**config.mk**
```make
export PLATFORM = sky130hd
export DESIGN_NAME = seq_divider
export DESIGN_NICKNAME = d
export VERILOG_FILES = /design/src/rtl/mips_div_pkg.sv /design/src/rtl/div_step.sv /design/src/rtl/ripple_adder.sv /design/src/rtl/seq_divider.sv
export SDC_FILE = /design/constraint.sdc
export NUM_CORES = 1
export LEC_CHECK = 0
export BUFFER_PORTS_ARGS = -buffer_cell sky130_fd_sc_hd__buf_2
export CORE_ASPECT_RATIO = 1.2
export CORE_MARGIN = 3
export CORE_UTILIZATION = 40
export DETAILED_ROUTE_END_ITERATION = 16
export PLACE_DENSITY_LB_ADDON = 0.3
export SYNTH_ARGS = -nofsm -noshare
export SYNTH_HDL_FRONTEND = slang
export SYNTH_SLANG_ARGS = --single-unit
```
**constraint.sdc**
```tcl
create_clock -name clk -period 30.1 [get_ports clk]
set_input_delay 6.02 -clock clk [delete_from_list [all_inputs] [get_ports clk]]
set_output_delay 6.02 -clock clk [all_outputs]
set_load 0.05 [all_outputs]
```
**src/rtl/mips_div_pkg.sv**
```systemverilog
// Shared definitions for the sequential divider: default width, FSM states
// and the quotient returned on divide-by-zero.
package mips_div_pkg;

  localparam int DIV_WIDTH = 32;

  typedef enum logic [1:0] {
    IDLE = 2'd0,
    RUN  = 2'd1,
    FIX  = 2'd2
  } div_state_e;

  // Wide enough for any supported WIDTH (<= 64); users take the low WIDTH bits.
  localparam logic [63:0] DIV_ZERO_QUOT = '1;

endpackage

```
**src/rtl/div_step.sv**
```systemverilog
// One restoring division iteration: shift in the next dividend bit, trial
// subtract the divisor, keep the difference when it does not borrow.
module div_step
  import mips_div_pkg::*;
#(
  parameter int WIDTH = DIV_WIDTH
) (
  input  logic [WIDTH:0]   rem_i,
  input  logic [WIDTH-1:0] quo_i,
  input  logic [WIDTH-1:0] divisor_i,
  output logic [WIDTH:0]   rem_o,
  output logic [WIDTH-1:0] quo_o
);

  logic [WIDTH:0] shifted;
  logic [WIDTH:0] diff;
  logic           no_borrow;
  logic           unused_rem_msb;

  // The partial remainder is always below the divisor, so its MSB is zero here.
  assign unused_rem_msb = rem_i[WIDTH];
  assign shifted        = {rem_i[WIDTH-1:0], quo_i[WIDTH-1]};

  ripple_adder #(.WIDTH(WIDTH + 1)) u_sub (
    .a_i    (shifted),
    .b_i    (~{1'b0, divisor_i}),
    .cin_i  (1'b1),
    .sum_o  (diff),
    .cout_o (no_borrow)
  );

  assign rem_o = no_borrow ? diff : shifted;
  assign quo_o = {quo_i[WIDTH-2:0], no_borrow};

endmodule

```
**src/rtl/ripple_adder.sv**
```systemverilog
// Plain ripple-carry adder used for the divider's trial subtraction.
module ripple_adder #(
  parameter int WIDTH = 33
) (
  input  logic [WIDTH-1:0] a_i,
  input  logic [WIDTH-1:0] b_i,
  input  logic             cin_i,
  output logic [WIDTH-1:0] sum_o,
  output logic             cout_o
);

  always_comb begin
    logic carry;
    // NOTE: blocking '=' in combinational logic so each bit sees the carry just computed.
    carry = cin_i;
    sum_o = '0;
    for (int i = 0; i < WIDTH; i++) begin
      sum_o[i] = a_i[i] ^ b_i[i] ^ carry;
      carry    = (a_i[i] & b_i[i]) | (carry & (a_i[i] ^ b_i[i]));
    end
    cout_o = carry;
  end

endmodule

```
**src/rtl/seq_divider.sv**
```systemverilog
// Multi-cycle restoring divider (DIV/DIVU). Define DIV_SIGNED_EN to honour
// is_signed; otherwise every operation is unsigned with identical latency.
module seq_divider
  import mips_div_pkg::*;
#(
  parameter int WIDTH = DIV_WIDTH
) (
  input  logic             clk,
  input  logic             rst_n,
  input  logic             start,
  input  logic             is_signed,
  input  logic [WIDTH-1:0] dividend,
  input  logic [WIDTH-1:0] divisor,
  output logic             busy,
  output logic             done,
  output logic [WIDTH-1:0] quotient,
  output logic [WIDTH-1:0] remainder,
  output logic             div_zero
);

  localparam int                CNT_W    = $clog2(WIDTH);
  localparam logic [CNT_W-1:0]  CNT_LAST = CNT_W'(WIDTH - 1);

  div_state_e       state_q, state_d;
  logic [CNT_W-1:0] cnt_q, cnt_d;
  logic [WIDTH:0]   rem_q, rem_d;
  logic [WIDTH-1:0] quo_q, quo_d;
  logic [WIDTH-1:0] dvsr_q, dvsr_d;
  logic             neg_quo_q, neg_quo_d;
  logic             neg_rem_q, neg_rem_d;
  logic             dz_q, dz_d;
  logic [WIDTH-1:0] quotient_q, quotient_d;
  logic [WIDTH-1:0] remainder_q, remainder_d;
  logic             div_zero_q, div_zero_d;
  logic             done_q, done_d;

  logic             signed_op;
  logic [WIDTH-1:0] abs_dividend, abs_divisor;
  logic [WIDTH:0]   step_rem;
  logic [WIDTH-1:0] step_quo;

`ifdef DIV_SIGNED_EN
  assign signed_op = is_signed;
`else
  logic unused_is_signed;
  assign unused_is_signed = is_signed;
  assign signed_op        = 1'b0;
`endif

  assign abs_dividend = (signed_op && dividend[WIDTH-1]) ? -dividend : dividend;
  assign abs_divisor  = (signed_op && divisor[WIDTH-1])  ? -divisor  : divisor;

  div_step #(.WIDTH(WIDTH)) u_step (
    .rem_i     (rem_q),
    .quo_i     (quo_q),
    .divisor_i (dvsr_q),
    .rem_o     (step_rem),
    .quo_o     (step_quo)
  );

  always_comb begin
    // NOTE: every next-state value gets a default first so no path infers a latch.
    state_d     = state_q;
    cnt_d       = cnt_q;
    rem_d       = rem_q;
    quo_d       = quo_q;
    dvsr_d      = dvsr_q;
    neg_quo_d   = neg_quo_q;
    neg_rem_d   = neg_rem_q;
    dz_d        = dz_q;
    quotient_d  = quotient_q;
    remainder_d = remainder_q;
    div_zero_d  = div_zero_q;
    done_d      = 1'b0;

    case (state_q)
      IDLE: begin
        if (start) begin
          neg_quo_d = signed_op & (dividend[WIDTH-1] ^ divisor[WIDTH-1]);
          neg_rem_d = signed_op & dividend[WIDTH-1];
          cnt_d     = '0;
          if (divisor == '0) begin
            // Keep the raw dividend so it can be returned as the remainder.
            dz_d    = 1'b1;
            rem_d   = {1'b0, dividend};
            state_d = FIX;
          end else begin
            dz_d    = 1'b0;
            rem_d   = '0;
            quo_d   = abs_dividend;
            dvsr_d  = abs_divisor;
            state_d = RUN;
          end
        end
      end
      RUN: begin
        rem_d = step_rem;
        quo_d = step_quo;
        cnt_d = cnt_q + 1'b1;
        if (cnt_q == CNT_LAST) state_d = FIX;
      end
      FIX: begin
        state_d    = IDLE;
        done_d     = 1'b1;
        div_zero_d = dz_q;
        if (dz_q) begin
          quotient_d  = DIV_ZERO_QUOT[WIDTH-1:0];
          remainder_d = rem_q[WIDTH-1:0];
        end else begin
          quotient_d  = neg_quo_q ? -quo_q : quo_q;
          remainder_d = neg_rem_q ? -rem_q[WIDTH-1:0] : rem_q[WIDTH-1:0];
        end
      end
      default: state_d = IDLE;
    endcase
  end

  // NOTE: non-blocking '<=' for all state so every register updates from pre-edge values.
  always_ff @(posedge clk) begin
    if (!rst_n) begin
      state_q     <= IDLE;
      cnt_q       <= '0;
      rem_q       <= '0;
      quo_q       <= '0;
      dvsr_q      <= '0;
      neg_quo_q   <= 1'b0;
      neg_rem_q   <= 1'b0;
      dz_q        <= 1'b0;
      quotient_q  <= '0;
      remainder_q <= '0;
      div_zero_q  <= 1'b0;
      done_q      <= 1'b0;
    end else begin
      state_q     <= state_d;
      cnt_q       <= cnt_d;
      rem_q       <= rem_d;
      quo_q       <= quo_d;
      dvsr_q      <= dvsr_d;
      neg_quo_q   <= neg_quo_d;
      neg_rem_q   <= neg_rem_d;
      dz_q        <= dz_d;
      quotient_q  <= quotient_d;
      remainder_q <= remainder_d;
      div_zero_q  <= div_zero_d;
      done_q      <= done_d;
    end
  end

  assign busy      = (state_q != IDLE);
  assign done      = done_q;
  assign quotient  = quotient_q;
  assign remainder = remainder_q;
  assign div_zero  = div_zero_q;

endmodule

```
# == Word-level counts from Yosys, hierarchy flattened ==
# Cells that the tools add are included.
# op_classes
n_addsub,1
n_eq_ne,6
n_mux,16
bitwise_logic,165
reduce_logical,9
# ops
operator,count
32-bit 2-to-1 mux,6
32-bit case mux with 2 select lines,2
1-bit AND,65
1-bit bitwise XOR,64
32-bit NOT with 33-bit output,1
1-bit bitwise OR,33
32-bit logical NOT,1
5-bit case mux with 2 select lines,1
2-bit 2-to-1 mux,3
2-bit != test (second input constant),3
2-bit AND reduction,3
3-bit AND reduction,2
5-bit by 1-bit adder with 5-bit output (second input constant),1
5-bit == test (second input constant),1
5-bit 2-to-1 mux,1
2-bit case mux with 2 select lines,1
2-bit nonzero test,2
2-bit by 1-bit == test with 1-bit output (second input constant),1
2-bit == test (second input constant),1
2-bit logical NOT,1
1-bit 2-to-1 mux,2
1-bit NOT,2
# totals
reg_bits,170
out_inout_bits,67
elab_cells,207

# == Logic depth before layout (Yosys ltp) ==
# Gate-level depths: netlist of run 1.
# depth
ltp_word,69
mapped_depth,42
ltp_nobuf,40

# == Hierarchy ==
# From an unflattened synthesis of run 1, not the netlist that was laid out.
# hier_totals
cells_unflattened,929
hier_area_um2,8220.4
# modules_own_cells
module,n_inst,cells_each,area_per_inst_um2,seq_area_each_um2
seq_divider,1,784,6602.6,3423.3
div_step,1,102,919.6,0.0
ripple_adder,1,43,698.2,0.0

# == Least setup slack after synthesis of run 1 ==
# No wires, ideal clock.
# synth_path
kind,register to register
from,register quo_q[31]
to,register rem_q[0]
setup_time_ns,0.136
arrival_time_ns,12.889
path_slack_ns,17.075
stages_incl_launch_ff,43
path_buffers,2
period_less_slack_ns,13.025
cell_sequence,dfxtp_1 inv_1 ha_1 fa_1 fa_1 fa_1 fa_1 fa_1 fa_1 fa_1 fa_1 fa_1 fa_1 fa_1 fa_1 fa_1 fa_1 fa_1 [... 7 more ...] fa_1 fa_1 fa_1 fa_1 fa_1 fa_1 inv_1 fa_1 inv_1 fa_1 inv_1 fa_1 or2_2 clkbuf_1 clkbuf_1 nand2_1 o211ai_1 a31oi_1
# synth_between
elab_chain_cells,68
elab_cells_between_ends,70
# synth_rtl
element,line_no,source
start: declaration,seq_divider.sv:27,"logic [WIDTH-1:0] quo_q, quo_d;"
start signal: assignment,seq_divider.sv:137,quo_q <= quo_d;
1-bit AND / 1-bit bitwise XOR (equally long branches),"ripple_adder.sv:19, ripple_adder.sv:18",
1-bit bitwise OR,ripple_adder.sv:19,carry = (a_i[i] & b_i[i]) | (carry & (a_i[i] ^ b_i[i]));
1-bit AND,ripple_adder.sv:19,
1-bit bitwise OR,ripple_adder.sv:19,
1-bit AND,ripple_adder.sv:19,
1-bit bitwise OR,ripple_adder.sv:19,
1-bit AND,ripple_adder.sv:19,
1-bit bitwise OR,ripple_adder.sv:19,
[... 52 more ...],-,
1-bit AND,ripple_adder.sv:19,
1-bit bitwise OR,ripple_adder.sv:19,
1-bit AND,ripple_adder.sv:19,
1-bit bitwise OR,ripple_adder.sv:19,
1-bit AND,ripple_adder.sv:19,
1-bit bitwise OR,ripple_adder.sv:19,
32-bit 2-to-1 mux *,div_step.sv:32,assign rem_o = no_borrow ? diff : shifted;
32-bit case mux with 2 select lines *,seq_divider.sv:76,case (state_q)
end signal: assignment,seq_divider.sv:136,rem_q <= rem_d;
end: declaration,seq_divider.sv:26,"logic [WIDTH:0] rem_q, rem_d;"
# Every way passes the cells marked *; elsewhere a longest branch is shown, timed or not.
# A chain may end at the register's enable or synchronous reset.

# == Worst setup path in the final report of run 1 ==
# layout_path
from,register quo_q[31]
to,register rem_q[29]
# layout_between
elab_chain_cells,68
elab_cells_between_ends,70
# layout_rtl
element,line_no
1-bit AND / 1-bit bitwise XOR (equally long branches),ripple_adder.sv:19
1-bit bitwise OR *,ripple_adder.sv:19
1-bit AND *,ripple_adder.sv:19
1-bit bitwise OR *,ripple_adder.sv:19
1-bit AND *,ripple_adder.sv:19
1-bit bitwise OR *,ripple_adder.sv:19
1-bit AND *,ripple_adder.sv:19
1-bit bitwise OR *,ripple_adder.sv:19
[... 52 more ...],-
1-bit AND,ripple_adder.sv:19
1-bit bitwise OR,ripple_adder.sv:19
1-bit AND,ripple_adder.sv:19
1-bit bitwise OR,ripple_adder.sv:19
1-bit AND,ripple_adder.sv:19
1-bit bitwise OR,ripple_adder.sv:19
32-bit 2-to-1 mux *,div_step.sv:32
32-bit case mux with 2 select lines *,seq_divider.sv:76
# Marked as above.

==> impl_metrics.tcl, run 1 <==
set metrics [dict create \
    max-vdd-ir-drop_mv 0.04019 \
    clockBufferDepth 2 \
    crit_slowest_cell "or2_2" \
    worst_ep_arrival_time_ns 14.76 \
    core_area_um2 21120 \
    clock_tree.htree_level_count 4 \
    design.portCount 135 \
    timing.clock.skew_ns 0.008799 \
    drt_pass1_iterations 5 \
    maximum_number_of_pins_on_one_net_before_global_route_repair 110 \
    cell_type_contributing_the_most_total_cell_area_after_synthesis "dfxtp_1" \
    finalCritPeriodShare 0.4800 \
    cts_buffers 17 \
    die_width_um 140.4 \
    ctsRootBufferMaster "clkbuf_16" \
    avgSynthCellArea_um2 7.964 \
    power.internal_uw 415.8 \
    vias 7788 \
    async_flop_share 0 \
    grt_remaining_overflow 0 \
    ys_warnings 0 \
    grt.total_usage 0.2033 \
    cpPeakStageDelay_ns 0.90 \
    layout-drive-gt1-share 0.1594 \
    syn_to_final_growth_pct 15.29 \
    endpoint_kind "flop" \
    cts_tree "built" \
    post-route-drc-count 0 \
    regToRegStartpoint "quo_q[31]" \
    synthCells 1088 \
    synth_nets 1190 \
    synth_flop_cell "dfxtp_1" \
    cell_with_the_most_instances_on_the_worst_path "fa_1" \
    required_time_of_the_worst_setup_path_ns 30.42 \
    power.share.clock 0.396 \
    synth-edff-count 0 \
    switching_share 0.2777 \
    synth.mux.area_fraction 0.03928 \
    timing.critical_path.from "quo_q[31]" \
    gp_congestion 0.7933 \
    layout_common_cells "nand2_1, dfxtp_1, buf_2" \
    worst_hold_path_type "flop to flop" \
    yosys.area_share.xor_xnor 0 \
    setup.worst_path.class "flop to flop" \
    setup_tns_ns 0 \
    antenna_found_initial 1 \
    clkLatencyLatePin_ns 0.42 \
    drv.max_cap_violation_count 0 \
    setup_repair_after_global_routing_missed_its_margin "no" \
    global_route_wire_length_before_repair_um 39450 \
    power_leakage_nw 4.120 \
    hp-start "remainder[21]" \
    clkSinkCount 170 \
    wirelength_um 23940 \
    combinationalPowerShare 0.170 \
    final_nets 1258 \
    post_synth_simple_gate_area 0.2635 \
    clk_pin_slew_ns 0.06 \
    dp_hpwl_um 15250 \
    critPathMaxFanout 63 \
    routedWlPerCell_um 16.65 \
    drt_first_iter_violations 714 \
    synth_top_family_by_area "simple AND/OR/NAND/NOR gates" \
    synth_compound_area_frac 0.1638 \
    netlist.area_leader.share 0.3928 \
    die_height_um 167.2 \
    status "finished, final reports clean" \
    worst_slew_pin_slew_ns 1.190 \
    switching_power_uw 159.9 \
    area_share_of_fa_ha_maj_cells_after_synthesis 0.07596 \
    max_slew_margin 0.2064 \
    number_of_global_route_vias_before_repair 7554 \
    final_common_cell "nand2_1" \
    p_per_area_nw_per_um2 57.63 \
    final-max-slew-violation-count 0 \
    cts_repair_resize_count 0 \
    synthTopCellsByArea "dfxtp_1, nand2_1, fa_1, mux2i_1, nor3_1" \
    ys_ff_latch 170 \
    number_of_distinct_standard_cells_referenced_by_the_synthesized_netlist 38 \
    finalCriticalPeriod_ns 14.45 \
    fp.dieArea_um2 23470 \
    numPortBuffers 133 \
    synth-seq-area-share 0.3928 \
    reg_power_frac 0.434 \
    initial_core_util 0.4103 \
    power_uw 575.7 \
    report.final.hold_viol_count 0 \
    floorplan.rows 58 \
    crit_path_start_kind "flop" \
    syn_area_um2 8665 \
    hold_buf_cts 0 \
    highest_achievable_clock_rate_mhz 69.22 \
    ant_nets 0 \
    via_per_inst 5.416 \
    setup-violations-final 0 \
    post_cts_buffers 0 \
]
## per-layer routing
layer	wire [um]	track usage	vias up
met3	1311	0.03999	23
met1	11340	0.2944	3676
met5	13	0	-
met2	10920	0.3075	243
met4	347	0.06068	2
li1	-	-	3844
## cell families (layout without fill, tap and decap cells)
logic type,count (synthesis),count (layout)
AND/OR/NAND/NOR,513,513
AO/OA/AOI/OAI,204,204
flip-flops,170,170
buffers and inverters,133,212
adder cells (fa/ha/maj),34,34
multiplexers,34,34
other,0,1
## worst max-delay path, delay by kind of cell (launching register included)
kind                     cells  cell delay, ns
AO/OA/AOI/OAI                2            0.37
adder cells (fa/ha/maj)     32           12.08
buffers and inverters        4            0.30
flip-flops                   1            0.41
multiplexers                 1            0.29
AND/OR/NAND/NOR              1            0.90
## synth_stat cells, types with 31 or more instances
cell and n:
a21boi_0 33, a21oi_1 33, a221o_1 32, clkbuf_1 78
dfxtp_1 170, fa_1 31, inv_1 35, mux2i_1 34
nand2_1 322, nor2_1 33, nor3_1 66, nor3b_1 34
o21ai_0 34
## power by group through the flow
| stage | clock network (mW) | logic (mW) | registers, mW |
|---|---|---|---|
| 6_report | 0.228 | 0.0979 | 0.250 |
| 4_1_cts | 0.233 | 0.0981 | 0.250 |
| 2_1_floorplan | 0 | 0.0747 | 0.251 |
| 3_3_place_gp | 0 | 0.0943 | 0.254 |
| 5_1_grt | 0.242 | 0.112 | 0.252 |
| 3_5_place_dp | 0 | 0.0964 | 0.254 |
## final timing paths
check                       end  slack, ns  cells past startpoint
hold / removal    remainder[21]       0.46                      2
setup reg to reg      rem_q[29]      15.65                     40
hold reg to reg   remainder[21]       0.46                      2
setup / recovery      rem_q[29]      15.65                     40
## registers in the layout, summed over array words and instances, names as in the netlist
name,cells
cnt_q,5
div_zero,1
quo_q,32
remainder,32
state_q,2
dz_q,1
quotient,32
done,1
rem_q,32
dvsr_q,32
## stage by stage
| step | instances | setup WS, ns | hold WS [ns] | instance area, um^2 | utilization |
|---|---|---|---|---|---|
| after global routing | 1437 | 15.23 | 0.4845 | 9987 | 0.4729 |
| after detailed placement | 1407 | 15.79 | 0.4567 | 9384 | 0.4444 |
| after CTS | 1437 | 15.71 | 0.4654 | 9987 | 0.4729 |
| final | 1438 | 15.65 | 0.4606 | 9990 | 0.4730 |
| after floorplan | 1088 | 17.07 | 0.4380 | 8665 | - |
| after global placement | 1407 | 15.82 | 0.4518 | 9384 | 0.4444 |
## cell type report
| class | count | area, um^2 |
|---|---|---|
| inverters | 35 | 131.4 |
| diodes | 1 | 2.502 |
| clock inverters | 7 | 115.1 |
| multi-input cells | 785 | 4738 |
| flip-flops and latches | 170 | 3403 |
| repair buffers | 147 | 773.2 |
| well taps | 270 | 337.8 |
| clock buffers | 23 | 488.0 |
| fillers | 2127 | 11130 |
Power figures use the tool's default switching activity.
==> run 2: changes to the inputs <==
Clock period 30.1 ns to 12.9 ns, I/O delays scaled along.
==> run 2 against run 1 <==
Against the previous run:
- utilization increased by 0.64 points
- sequential share of layout area shrank 0.45 points
- routed wire length shrank 0.35%
- highest routed layer is now met4
==> impl_metrics.tcl, run 2 (same netlist as run 1, synthesis figures left out) <==
set metrics [dict create \
    clockBufferDepth 2 \
    dp_slack_ns -0.6046 \
    max_slew_margin 0.3318 \
    die_width_um 140.4 \
    critPathMaxFanout 2 \
    critical_path.endpoint "rem_q[31]" \
    drv.max_cap_violation_count 0 \
    setup.reg_to_reg.worst_slack_ns 0.38 \
    clock_tree.htree_level_count 4 \
    finalCritPeriodShare 0.9703 \
    status "finished, final reports clean" \
    dp_hpwl_um 15440 \
    grt.total_usage 0.2031 \
    wirelength_um 23850 \
    vias 7773 \
    post-route-drc-count 0 \
    max-vdd-ir-drop_mv 0.09530 \
    finalCriticalPeriod_ns 12.52 \
    setup.worst_path.class "flop to flop" \
    r2r.worst_path.cells 39 \
    drt_pass1_iterations 5 \
    post_cts_buffers 0 \
    worst_ep_arrival_time_ns 12.84 \
    via_per_inst 5.376 \
    timing.critical_path.from "quo_q[31]" \
    clkSinkCount 170 \
    maximum_number_of_pins_on_one_net_before_global_route_repair 84 \
    floorplan.rows 58 \
    final_common_cell "nand2_1" \
    clkLatencyLatePin_ns 0.42 \
    endpoint_kind "flop" \
    global_route_wire_length_before_repair_um 39190 \
    layout-drive-gt1-share 0.1823 \
    core_area_um2 21120 \
    ctsRootBufferMaster "clkbuf_16" \
    power_leakage_nw 4.145 \
    syn_to_final_growth_pct 16.85 \
    crit_path_start_kind "flop" \
    crit_slowest_cell "fa_1" \
    number_of_global_route_vias_before_repair 7442 \
    final-instance-count-excl-fill 1446 \
    cell_with_the_most_instances_on_the_worst_path "fa_2" \
    fp.dieArea_um2 23470 \
    ant_nets 0 \
    initial_core_util 0.4103 \
    timing.clock.skew_ns 0.008985 \
    setup-violations-final 0 \
    antenna_found_initial 1 \
    setup_slack_ns 0.3829 \
    cts_tree "built" \
    die_height_um 167.2 \
    grt_remaining_overflow 0 \
    numPortBuffers 133 \
    hold_buf_cts 0 \
    clk_pin_slew_ns 0.07 \
    worst_hold_slack_ns 0.4583 \
    drt_first_iter_violations 696 \
    final_nets 1265 \
    design.portCount 135 \
    layout_common_cells "nand2_1, dfxtp_1, buf_2" \
    cts_buffers 17 \
    worst_slew_pin_slew_ns 0.9979 \
    routedWlPerCell_um 16.50 \
    setup_repair_after_global_routing_missed_its_margin "no" \
    worst_hold_path_type "flop to flop" \
    p_per_area_nw_per_um2 134.7 \
    regToRegEndpoint "rem_q[31]" \
    final-max-slew-violation-count 0 \
    numPlacedInstances 1414 \
    regToRegStartpoint "quo_q[31]" \
    filler_cell_count 2121 \
    required_time_of_the_worst_setup_path_ns 13.22 \
    report.final.hold_viol_count 0 \
    cpPeakStageDelay_ns 0.41 \
    highest_achievable_clock_rate_mhz 79.89 \
    gp_congestion 0.8190 \
]
## run 2: changes by cell type in the layout (fill, tap and decap cells not counted)
cell     delta
fa_2       +21
diode_2     +1
buf_12      +2
or2_4       +1
buf_4       +5
fa_1       -21
or2_2       -1
## run 2: repair_timing
action / CTS / global route
resized for setup: 15 / 7
pin swaps: 1 / 2
endpoints found under the setup margin: 33 / 33
endpoints found under the hold margin: 0 / 0
## run 2: through the flow
stage                     instance area (um^2)  power [mW]  TNS (ns)  utilization
after floorplan                           8670      0.7606         0            -
after CTS                                10100       1.373         0       0.4784
after detailed placement                  9462      0.8309    -17.74       0.4480
after global placement                    9462      0.8265    -15.33       0.4480
final                                    10120       1.364         0       0.4794
after global routing                     10120       1.437         0       0.4793
## run 2: worst min-delay path by stage
stage	start	endpoint	slack (ns)	depth (start not counted)
finish	remainder[15]	remainder[15]	0.46	2
global route	remainder[14]	remainder[14]	0.48	2
CTS	remainder[28]	remainder[28]	0.46	2
detailed placement	remainder[28]	remainder[28]	0.46	2
global placement	remainder[30]	remainder[30]	0.45	2
floorplan	dvsr_q[29]	dvsr_q[29]	0.44	2
## run 2: critical path, delay by kind of cell, from the launching register on
family	cells	cell delay, ns
buffers and inverters	4	0.27
DFF	1	0.34
adders and majority gates	32	11.28
muxes	1	0.14
AOI/OAI and AO/OA	2	0.36
## run 2: layer usage
metal	GRT usage	up-vias	wire [um]
met4	0.06532	0	473
met1	0.2934	3672	11510
met5	0	-	0
met3	0.03799	29	1141
li1	-	3865	-
met2	0.3071	207	10730
## run 2: layout make-up
class / instances / area, um^2 / area share
clock inverter: 7 / 115.1 / 0.01137
multi-input combinational: 785 / 4793 / 0.4734
antenna: 2 / 5.005 / 0.0004943
timing repair buffer: 154 / 850.8 / 0.08403
tap: 270 / 337.8 / 0.03337
inverter: 35 / 131.4 / 0.01298
clock buffer: 23 / 488.0 / 0.04820
sequential: 170 / 3403 / 0.3361
## run 2: where the power goes
group | leakage, nW | switching (mW) | internal [mW]
registers | 1.39 | 0.0293 | 0.554
logic | 2.47 | 0.139 | 0.108
clock network | 0.291 | 0.211 | 0.323
total | 4.14 | 0.380 | 0.985
==> run 3: changes to the inputs <==
Settings changed: CELL_PAD_IN_SITES_DETAIL_PLACEMENT set to 1, CELL_PAD_IN_SITES_GLOBAL_PLACEMENT set to 2, CORE_UTILIZATION 40 to 30.
==> run 3 against run 2 <==
Against the previous run:
- combinational power rose by 8.1%
- count of clock-buffer cells in the layout fell by 5
- via count rose by 0.33%
- fmax rose by 0.54%
- routed wire length rose by 16%
- clock power fell by 4%
- final cell count rose by 7.7%
- clock skew rose by 0.0020 ns
- design area rose by 1.6%
- setup slack improved by 0.067 ns
- highest routed layer is now met5
==> impl_metrics.tcl, run 3 (same netlist as run 1, synthesis figures left out) <==
set metrics [dict create \
    finalCriticalPeriod_ns 12.45 \
    clock_tree.htree_level_count 4 \
    status "finished, final reports clean" \
    drv.max_cap_violation_count 0 \
    power.share.clock 0.377 \
    hold_buf_cts 0 \
    fp.dieArea_um2 30970 \
    gp_congestion 0.7511 \
    crit_family "adder cells" \
    crit_slowest_cell "fa_1" \
    reg_power_frac 0.427 \
    setup_repair_after_global_routing_missed_its_margin "no" \
    worst_hold_slack_ns 0.4632 \
    report.final.hold_viol_count 0 \
    post-route-drc-count 0 \
    die_height_um 192.2 \
    cts_tree "built" \
    antenna_found_initial 1 \
    worst_slew_pin_slew_ns 1.024 \
    clk_pin_slew_ns 0.07 \
    design.portCount 135 \
    layout_common_cells "nand2_1, dfxtp_1, buf_2" \
    p_per_area_nw_per_um2 132.7 \
    critPathMaxFanout 7 \
    worst_hold_path_type "flop to flop" \
    max_slew_margin 0.3172 \
    final_util 0.3651 \
    routedWlPerCell_um 17.82 \
    finalCritPeriodShare 0.9651 \
    multiInputGateArea_um2 4806 \
    combinationalPowerShare 0.195 \
    maximum_number_of_pins_on_one_net_before_global_route_repair 104 \
    n_antenna_cell 0 \
    vias 7799 \
    switching_power_uw 417.9 \
    clkSinkCount 170 \
    dp_hpwl_um 17780 \
    required_time_of_the_worst_setup_path_ns 13.22 \
    final-max-slew-violation-count 0 \
    regToRegStartpoint "quo_q[31]" \
    setup-violations-final 0 \
    hp-start "remainder[18]" \
    switching_share 0.3062 \
    initial_core_util 0.3076 \
    setup.reg_to_reg.worst_slack_ns 0.45 \
    dp_slack_ns -0.6735 \
    grt_remaining_overflow 0 \
    clkLatencyLatePin_ns 0.44 \
    number_of_global_route_vias_before_repair 7950 \
    filler_cell_count 3437 \
    cpPeakStageDelay_ns 0.40 \
    cp.buffers_inverters 4 \
    worst_ep_arrival_time_ns 12.77 \
    crit_path_start_kind "flop" \
    numPortBuffers 133 \
    max-vdd-ir-drop_mv 0.07881 \
    final_nets 1268 \
    die_width_um 161.1 \
    drt_pass1_iterations 4 \
    timing.critical_path.from "quo_q[31]" \
    highest_achievable_clock_rate_mhz 80.32 \
    layout-drive-gt1-share 0.1891 \
    timing.clock.skew_ns 0.01094 \
    ctsRootBufferMaster "clkbuf_16" \
    power.internal_uw 946.9 \
    power_leakage_nw 4.154 \
    storage_element_area_um2 3403 \
    cell_with_the_most_instances_on_the_worst_path "fa_2" \
    floorplan.rows 67 \
    setup_slack_ns 0.4499 \
    clockBufferDepth 2 \
    setup.worst_path.class "flop to flop" \
    wirelength_um 27770 \
    global_route_wire_length_before_repair_um 44080 \
    endpoint_kind "flop" \
    grt.total_usage 0.1790 \
    cts_buffers 17 \
    drt_first_iter_violations 434 \
    syn_to_final_growth_pct 18.69 \
    core_area_um2 28170 \
    final_common_cell "nand2_1" \
    via_per_inst 5.006 \
    ant_nets 0 \
]
==> run 3: power groups by stage <==
| stage | Sequential [mW] | Combinational, mW | Clock, mW |
|---|---|---|---|
| 6_report | 0.583 | 0.267 | 0.515 |
| 5_1_grt | 0.588 | 0.306 | 0.554 |
| 4_1_cts | 0.583 | 0.268 | 0.532 |
| 3_5_place_dp | 0.594 | 0.246 | 0 |
| 3_3_place_gp | 0.594 | 0.241 | 0 |
| 2_1_floorplan | 0.585 | 0.175 | 0 |
==> run 3: final timing paths <==
check | end | depth (start not counted)
worst max-delay path | rem_q[31] | 40
worst min-delay path | remainder[18] | 2
worst max register to register | rem_q[31] | 40
worst min register to register | remainder[18] | 2
==> run 3: repair_timing <==
| action | in CTS | in global routing |
|---|---|---|
| setup buffers | 1 | 0 |
| pin swaps | 1 | 1 |
| cloned | 1 | 0 |
| resized for setup | 16 | 9 |
| setup endpoints to repair | 33 | 33 |
| endpoints found under the hold margin | 0 | 0 |
==> run 3: final cells by class <==
cell class                 count  share of cell area
multi-input combinational    785              0.4673
sequential                   170              0.3309
timing repair buffer         157             0.08687
tap                          379             0.04611
clock buffer                  18             0.04271
clock inverter                14             0.01326
inverter                      35             0.01278
==> run 3: worst reg2reg max path: cells and delay by family, from the launching register on <==
| family | cells | cell delay (ns) |
|---|---|---|
| AO/OA/AOI/OAI | 2 | 0.37 |
| buffers and inverters | 4 | 0.26 |
| AND/OR/NAND/NOR | 1 | 0.20 |
| multiplexers | 1 | 0.19 |
| flip-flops | 1 | 0.33 |
| adder cells (fa/ha/maj) | 32 | 11.02 |
==> run 3: stage by stage <==
| stage | std cells | power [mW] | setup TNS (ns) | instance area, um^2 |
|---|---|---|---|---|
| 6_report | 1558 | 1.365 | 0 | 10280 |
| 5_1_grt | 1558 | 1.448 | 0 | 10280 |
| 4_1_cts | 1558 | 1.383 | 0 | 10260 |
| 3_5_place_dp | 1524 | 0.8399 | -20.73 | 9600 |
| 3_3_place_gp | 1524 | 0.8351 | -18.30 | 9600 |
| 2_1_floorplan | 1088 | 0.7606 | 0 | 8670 |
==> run 3: layer usage <==
layer,part of all wire,up-vias,track usage
li1,-,3865,-
met2,0.47,123,0.2917
met5,0.00047,-,0
met4,0.012,2,0.04403
met3,0.038,22,0.03106
met1,0.48,3787,0.2471
